<file path="src/rtl/alu_exec_if.sv">
// Request/response bundle between the ALU control decoder side and the execution unit.
// The unit itself connects through the slave modport; the driver side uses master.
interface alu_exec_if #(
  parameter int DATA_W = 32
);
  logic              in_valid;
  logic              in_ready;
  logic [3:0]        ALU_control;
  logic [DATA_W-1:0] operand_a;
  logic [DATA_W-1:0] operand_b;
  logic              out_valid;
  logic              out_ready;
  logic [DATA_W-1:0] result;
  logic              zero;
  logic              invalid_op;
  logic              busy;

  modport master (
    output in_valid, ALU_control, operand_a, operand_b, out_ready,
    input  in_ready, out_valid, result, zero, invalid_op, busy
  );

  modport slave (
    input  in_valid, ALU_control, operand_a, operand_b, out_ready,
    output in_ready, out_valid, result, zero, invalid_op, busy
  );
endinterface

</file>
<file path="src/rtl/alu_exec_unit.sv">
// Execution unit: single-cycle ALU ops plus an iterative shift-add MUL that stalls upstream.
// Results sit in a one-deep output register with valid/ready backpressure.
module alu_exec_unit #(
  parameter int DATA_W = 32,
  parameter int CNT_W  = 6
) (
  input  logic       clk,
  input  logic       rst_n,
  alu_exec_if.slave  bus
);

  localparam logic [3:0] OP_AND = 4'b0000;
  localparam logic [3:0] OP_OR  = 4'b0001;
  localparam logic [3:0] OP_ADD = 4'b0010;
  localparam logic [3:0] OP_SUB = 4'b0110;
  localparam logic [3:0] OP_SLT = 4'b0111;
  localparam logic [3:0] OP_MUL = 4'b1000;
  localparam logic [3:0] OP_NOR = 4'b1100;

  typedef enum logic {S_IDLE, S_MUL} state_t;

  state_t            state_q;
  logic [CNT_W-1:0]  cnt_q, cnt_d;
  logic [DATA_W-1:0] mcand_q, mcand_d;
  logic [DATA_W-1:0] mplier_q, mplier_d;
  logic [DATA_W-1:0] acc_q, acc_d;
  logic [DATA_W-1:0] res_q;
  logic              zero_q, inv_q, ovld_q, busy_q;
  logic              in_ready, accept, mul_done;
  logic [DATA_W:0]   alu_out;

  // Returns {invalid, result}; MUL falls to default here but never uses this path.
  function automatic logic [DATA_W:0] alu_eval(input logic [3:0] code,
                                               input logic [DATA_W-1:0] a,
                                               input logic [DATA_W-1:0] b);
    logic signed [DATA_W-1:0] sa, sb;
    logic [DATA_W-1:0]        r;
    logic                     bad;
    sa  = $signed(a);
    sb  = $signed(b);
    r   = '0;
    bad = 1'b0;
    case (code)
      OP_ADD:  r = a + b;
      OP_SUB:  r = a - b;
      OP_AND:  r = a & b;
      OP_OR:   r = a | b;
      OP_SLT:  r = {{(DATA_W-1){1'b0}}, (sa < sb)};
      OP_NOR:  r = ~(a | b);
      default: bad = 1'b1;
    endcase
    return {bad, r};
  endfunction

  assign in_ready = (state_q == S_IDLE) && (!ovld_q || bus.out_ready);
  assign accept   = bus.in_valid && in_ready;
  assign alu_out  = alu_eval(bus.ALU_control, bus.operand_a, bus.operand_b);

  always_comb begin
    mcand_d  = mcand_q << 1;
    mplier_d = mplier_q >> 1;
    acc_d    = mplier_q[0] ? (acc_q + mcand_q) : acc_q;
    cnt_d    = cnt_q + CNT_W'(1);
    mul_done = (state_q == S_MUL) && (cnt_d == CNT_W'(DATA_W));
  end

  always_ff @(posedge clk or negedge rst_n) begin
    if (!rst_n) begin
      state_q  <= S_IDLE;
      cnt_q    <= '0;
      mcand_q  <= '0;
      mplier_q <= '0;
      acc_q    <= '0;
      res_q    <= '0;
      zero_q   <= 1'b0;
      inv_q    <= 1'b0;
      ovld_q   <= 1'b0;
      busy_q   <= 1'b0;
    end else begin
      if (ovld_q && bus.out_ready) ovld_q <= 1'b0;
      case (state_q)
        S_IDLE: begin
          if (accept) begin
            if (bus.ALU_control == OP_MUL) begin
              mcand_q  <= bus.operand_a;
              mplier_q <= bus.operand_b;
              acc_q    <= '0;
              cnt_q    <= '0;
              busy_q   <= 1'b1;
              state_q  <= S_MUL;
            end else begin
              res_q  <= alu_out[DATA_W-1:0];
              zero_q <= (alu_out[DATA_W-1:0] == '0);
              inv_q  <= alu_out[DATA_W];
              ovld_q <= 1'b1;
            end
          end
        end
        S_MUL: begin
          mcand_q  <= mcand_d;
          mplier_q <= mplier_d;
          acc_q    <= acc_d;
          cnt_q    <= cnt_d;
          // The output slot is already free here: entry required it to be drained.
          if (mul_done) begin
            res_q   <= acc_d;
            zero_q  <= (acc_d == '0);
            inv_q   <= 1'b0;
            ovld_q  <= 1'b1;
            busy_q  <= 1'b0;
            state_q <= S_IDLE;
          end
        end
        default: state_q <= S_IDLE;
      endcase
    end
  end

  assign bus.in_ready   = in_ready;
  assign bus.out_valid  = ovld_q;
  assign bus.result     = res_q;
  assign bus.zero       = zero_q;
  assign bus.invalid_op = inv_q;
  assign bus.busy       = busy_q;

endmodule
</file>
<file path="src/flat_wrapper.sv">
// flat-port wrapper written by rule: the top's interface ports become plain ports
module alu_exec_unit_flat 
#(
  parameter int DATA_W = 32,
  parameter int CNT_W  = 6
)
  (clk, rst_n, bus_in_valid, bus_ALU_control, bus_operand_a, bus_operand_b, bus_out_ready, bus_in_ready, bus_out_valid, bus_result, bus_zero, bus_invalid_op, bus_busy);
  alu_exec_if #(.DATA_W(DATA_W)) bus_i ();
  input  logic clk;
  input  logic rst_n;
  input wire logic [$bits(bus_i.in_valid)-1:0] bus_in_valid;
  input wire logic [$bits(bus_i.ALU_control)-1:0] bus_ALU_control;
  input wire logic [$bits(bus_i.operand_a)-1:0] bus_operand_a;
  input wire logic [$bits(bus_i.operand_b)-1:0] bus_operand_b;
  input wire logic [$bits(bus_i.out_ready)-1:0] bus_out_ready;
  output wire logic [$bits(bus_i.in_ready)-1:0] bus_in_ready;
  output wire logic [$bits(bus_i.out_valid)-1:0] bus_out_valid;
  output wire logic [$bits(bus_i.result)-1:0] bus_result;
  output wire logic [$bits(bus_i.zero)-1:0] bus_zero;
  output wire logic [$bits(bus_i.invalid_op)-1:0] bus_invalid_op;
  output wire logic [$bits(bus_i.busy)-1:0] bus_busy;
  assign bus_i.in_valid = bus_in_valid;
  assign bus_i.ALU_control = bus_ALU_control;
  assign bus_i.operand_a = bus_operand_a;
  assign bus_i.operand_b = bus_operand_b;
  assign bus_i.out_ready = bus_out_ready;
  assign bus_in_ready = bus_i.in_ready;
  assign bus_out_valid = bus_i.out_valid;
  assign bus_result = bus_i.result;
  assign bus_zero = bus_i.zero;
  assign bus_invalid_op = bus_i.invalid_op;
  assign bus_busy = bus_i.busy;
  alu_exec_unit #(.DATA_W(DATA_W), .CNT_W(CNT_W)) u_core (.clk(clk), .rst_n(rst_n), .bus(bus_i));
endmodule
</file>
<file path="config.mk">
export PLATFORM = sky130hd
export DESIGN_NAME = alu_exec_unit_flat
export DESIGN_NICKNAME = d
export VERILOG_FILES = /design/src/rtl/alu_exec_if.sv /design/src/rtl/alu_exec_unit.sv /design/src/flat_wrapper.sv
export SDC_FILE = /design/constraint.sdc
export NUM_CORES = 1
export LEC_CHECK = 0
export BUFFER_PORTS_ARGS = -buffer_cell sky130_fd_sc_hd__clkbuf_2
export CAP_MARGIN = 5
export CORE_AREA = 8 8 223 225
export DETAILED_ROUTE_END_ITERATION = 10
export DIE_AREA = 0 0 231 233
export GPL_ROUTABILITY_DRIVEN = 0
export PLACE_DENSITY = 0.47
export REMOVE_ABC_BUFFERS = 1
export SYNTH_ARGS = -nofsm -noshare
export SYNTH_HDL_FRONTEND = slang
export SYNTH_SLANG_ARGS = --single-unit
</file>
<file path="constraint.sdc">
create_clock -name clk -period 4.3 [get_ports clk]
set_input_delay 0 -clock clk [delete_from_list [all_inputs] [get_ports clk]]
set_output_delay 0 -clock clk [all_outputs]
set_load 0.02 [all_outputs]
</file>
==> flow_summary.ini <==
[hold_path]
hold_class = in -> async

[worst_setup_path]
startpoint = bus_operand_a[0]
critPathLaunchType = input port
reg2reg_from = u_core.acc_q[0]
r2r_slack_ns = 0.35
path_class = in -> reg
crit_arrival_ns = 4.53
cp_data_required_time_ns = 4.71
cp_max_fo = 3
critPathCaptureType = register
critPathCapture = u_core.bus.zero
r2r_end = u_core.bus.zero
worstRegToRegCells = 14

[route]
finalWirelength_um = 50400
dr_wl_met3_um = 2870
antenna_left = 0
firstDrtPassIters = 5
wl_per_cell_um = 20.4
first_iter_violations = 992
drc = 0
viasPerCell = 5.46
wl_met1_um = 23200
routed.top_layer = met4
wl_met2_um = 23000
vias = 13500

[logic_synthesis]
synth_seq_cells = 139
synth.distinct_cells = 87
ys_async_sr_fraction_pct = 100
synth_edf_count = 0
avgSynthCellArea_um2 = 8.02
syn_area_um2 = 13600
ys.warnings.count = 0
yosysSeqAreaShare_pct = 25.5
synth_ff_type = dfrtp_1
postSynthCellCount = 1699

[cts]
htree_levels = 4
clock_path_buffers = 2
clk_pin_slew_worst_paths_ns = 0.07
clk_latency_ns = 0.47
cts_tree = done
cts_root_buf = clkbuf_16
cts_buffers = 17
post_cts_buffers = 0
cts.sinks = 139

[power_and_ir_drop]
vdd_drop_max_uv = 439
power_per_cell_area_nw_per_um2 = 595
p_leak_nw = 7.48

[placement]
io_buffer_count = 108
hpwl_um = 38500
placed_area_um2 = 15000
pre_cts_ws_ns = 0.0114
dp.cells = 2369

[sta]
period_share_pct = 95.9
drv_slew = 0
post-route-min-period_ns = 4.12
final.setup.tns_ns = 0
fin_ws_ns = 0.178
clock.fmax_mhz = 243
grt_setup_unrepaired = false
slew_headroom_pct = 16.6
setup_viol = 0
fin_worst_skew_ns = 0.00886
hold_viol = 0
worstMarginPinSlew_ns = 1.25

[floorplanning]
row_count = 79
die_w_um = 231
fp.dieH_um = 233
start_util_pct = 29.6
coreArea_um2 = 46100
ios = 109
dieArea_um2 = 53800

[layout]
area_growth_pct = 19.8
final_cell_area_um2 = 16300
nets = 2058
drive_above_1_share_pct = 14.4
antenna_cells = 0
final-instance-count-excl-fill = 2467

[grt]
grt_usage_pct = 18.5
grt_pass1_wl_um = 78000
grt_max_degree = 167
grt_pass1_vias = 13100
grt_antenna_before_repair = 0
globalRouteOverflowTotal = 0

[outcome]
status = complete, no violations

[run]
max-cap-violations = 0
## layout by cell type, fill, tap and decap left out, drive strengths merged, types with 12 or more instances in the layout
cell type and count:
a22o 21, ha 136, nand4 18, mux2i 86, nor4 18, mux2 25
a21o 25, o21bai 12, nand2 182, clkbuf 126, nor3 24, nor2 140
a221o 12, o21a 17, nor2b 17, nand3 23, dfrtp 139, o22ai 12
inv 109, a221oi 19, xor2 17, o21ai 151, a211oi 24, dlygate4sd3 66
xnor2 29, buf 55, a21oi 136, o31ai 17, o211ai 17, a22oi 14
## power breakdown
group	switching (mW)	internal (mW)
clock	0.670	0.975
sequential	0.565	1.95
combinational	3.30	2.26
total	4.53	5.19
## stage by stage
step           hold slack [ns]  power (mW)  util (%)
6_report                 0.120        9.72      35.5
3_3_place_gp            0.0756        7.98      32.5
2_1_floorplan           -0.296        6.38         -
3_5_place_dp            0.0721        8.03      32.5
4_1_cts                 0.0986        9.77      35.3
5_1_grt                  0.143        10.5      35.5
## Yosys cell counts (18+ instances only)
cell type	number	area share [%]
nand2_1	182	5.0
o21ai_0	149	5.5
nor2_1	140	3.9
dfrtp_1	139	26
ha_1	136	12
a21oi_1	135	5.0
inv_1	105	2.9
mux2i_1	86	6.3
clkbuf_1	81	2.2
xnor2_1	29	1.9
a21o_1	25	1.4
mux2_2	24	2.0
nor3_1	24	0.88
a211oi_1	23	1.3
nand3_1	23	0.84
a22o_1	21	1.3
nand4_1	18	0.83
## routing by layer
| layer | vias up | GRT usage, % |
|---|---|---|
| met4 | 0 | 6.51 |
| met1 | 6469 | 24.9 |
| met5 | - | 0 |
| met2 | 422 | 29.7 |
| li1 | 6491 | - |
| met3 | 77 | 2.70 |
## cell type report
class,count,area (um^2)
multi-input cells,1353,9430
repair buffers,228,1630
fillers,4874,29700
well taps,607,759
clock inverters,13,191
clock buffers,19,433
inverters,108,405
flip-flops and latches,139,3480
## what timing repair did
item | CTS | global route
setup endpoints to repair | 0 | 1
endpoints found under the hold margin | 132 | 0
hold buffers | 66 | 0
gates resized for setup | 0 | 14
## critical path, stage by stage
cell	delay (ns)
dlygate4sd3_1	0.53
clkbuf_2	0.13
inv_1	0.10
ha_1	0.18
inv_1	0.06
fa_1	0.39
nand2b_1	0.10
a21oi_1	0.10
a21o_1	0.20
a2111oi_1	0.47
buf_4	0.22
nor2_1	0.08
o22ai_1	0.26
mux2i_1	0.21
o21ai_0	0.17
or4b_2	0.66
or4_1	0.44
nor2_1	0.12
a221o_1	0.11
## registers in the layout, summed over array words and instances (netlist names)
register	count
u_core.acc_q	32
u_core.bus.result	32
u_core.mcand_q	32
u_core.mplier_q	32
u_core.cnt_q	6
u_core.bus.busy	1
u_core.bus.invalid_op	1
u_core.bus.out_valid	1
u_core.bus.zero	1
u_core.state_q	1
## cells by family after synthesis
| group | Yosys count | share of synthesized area [%] |
|---|---|---|
| AO/OA/AOI/OAI | 559 | 27.2 |
| AND/OR/NAND/NOR | 498 | 17.1 |
| buffers and inverters | 207 | 5.92 |
| multiplexers | 111 | 8.38 |
| XOR/XNOR | 46 | 2.96 |
| adder cells (fa/ha/maj) | 139 | 12.9 |
| flip-flops | 139 | 25.5 |
## how the worst min path moves through the flow
stage,from,end,slack (ns)
6_report,rst_n,u_core.mplier_q[7],0.12
5_1_grt,bus_operand_a[15],u_core.mcand_q[15],0.14
4_1_cts,bus_operand_a[15],u_core.mcand_q[15],0.1
3_5_place_dp,rst_n,u_core.mplier_q[6],0.07
3_3_place_gp,rst_n,u_core.mplier_q[7],0.08
2_1_floorplan,rst_n,u_core.acc_q[0],-0.30
Note: power is estimated with default switching activity, not from simulation.
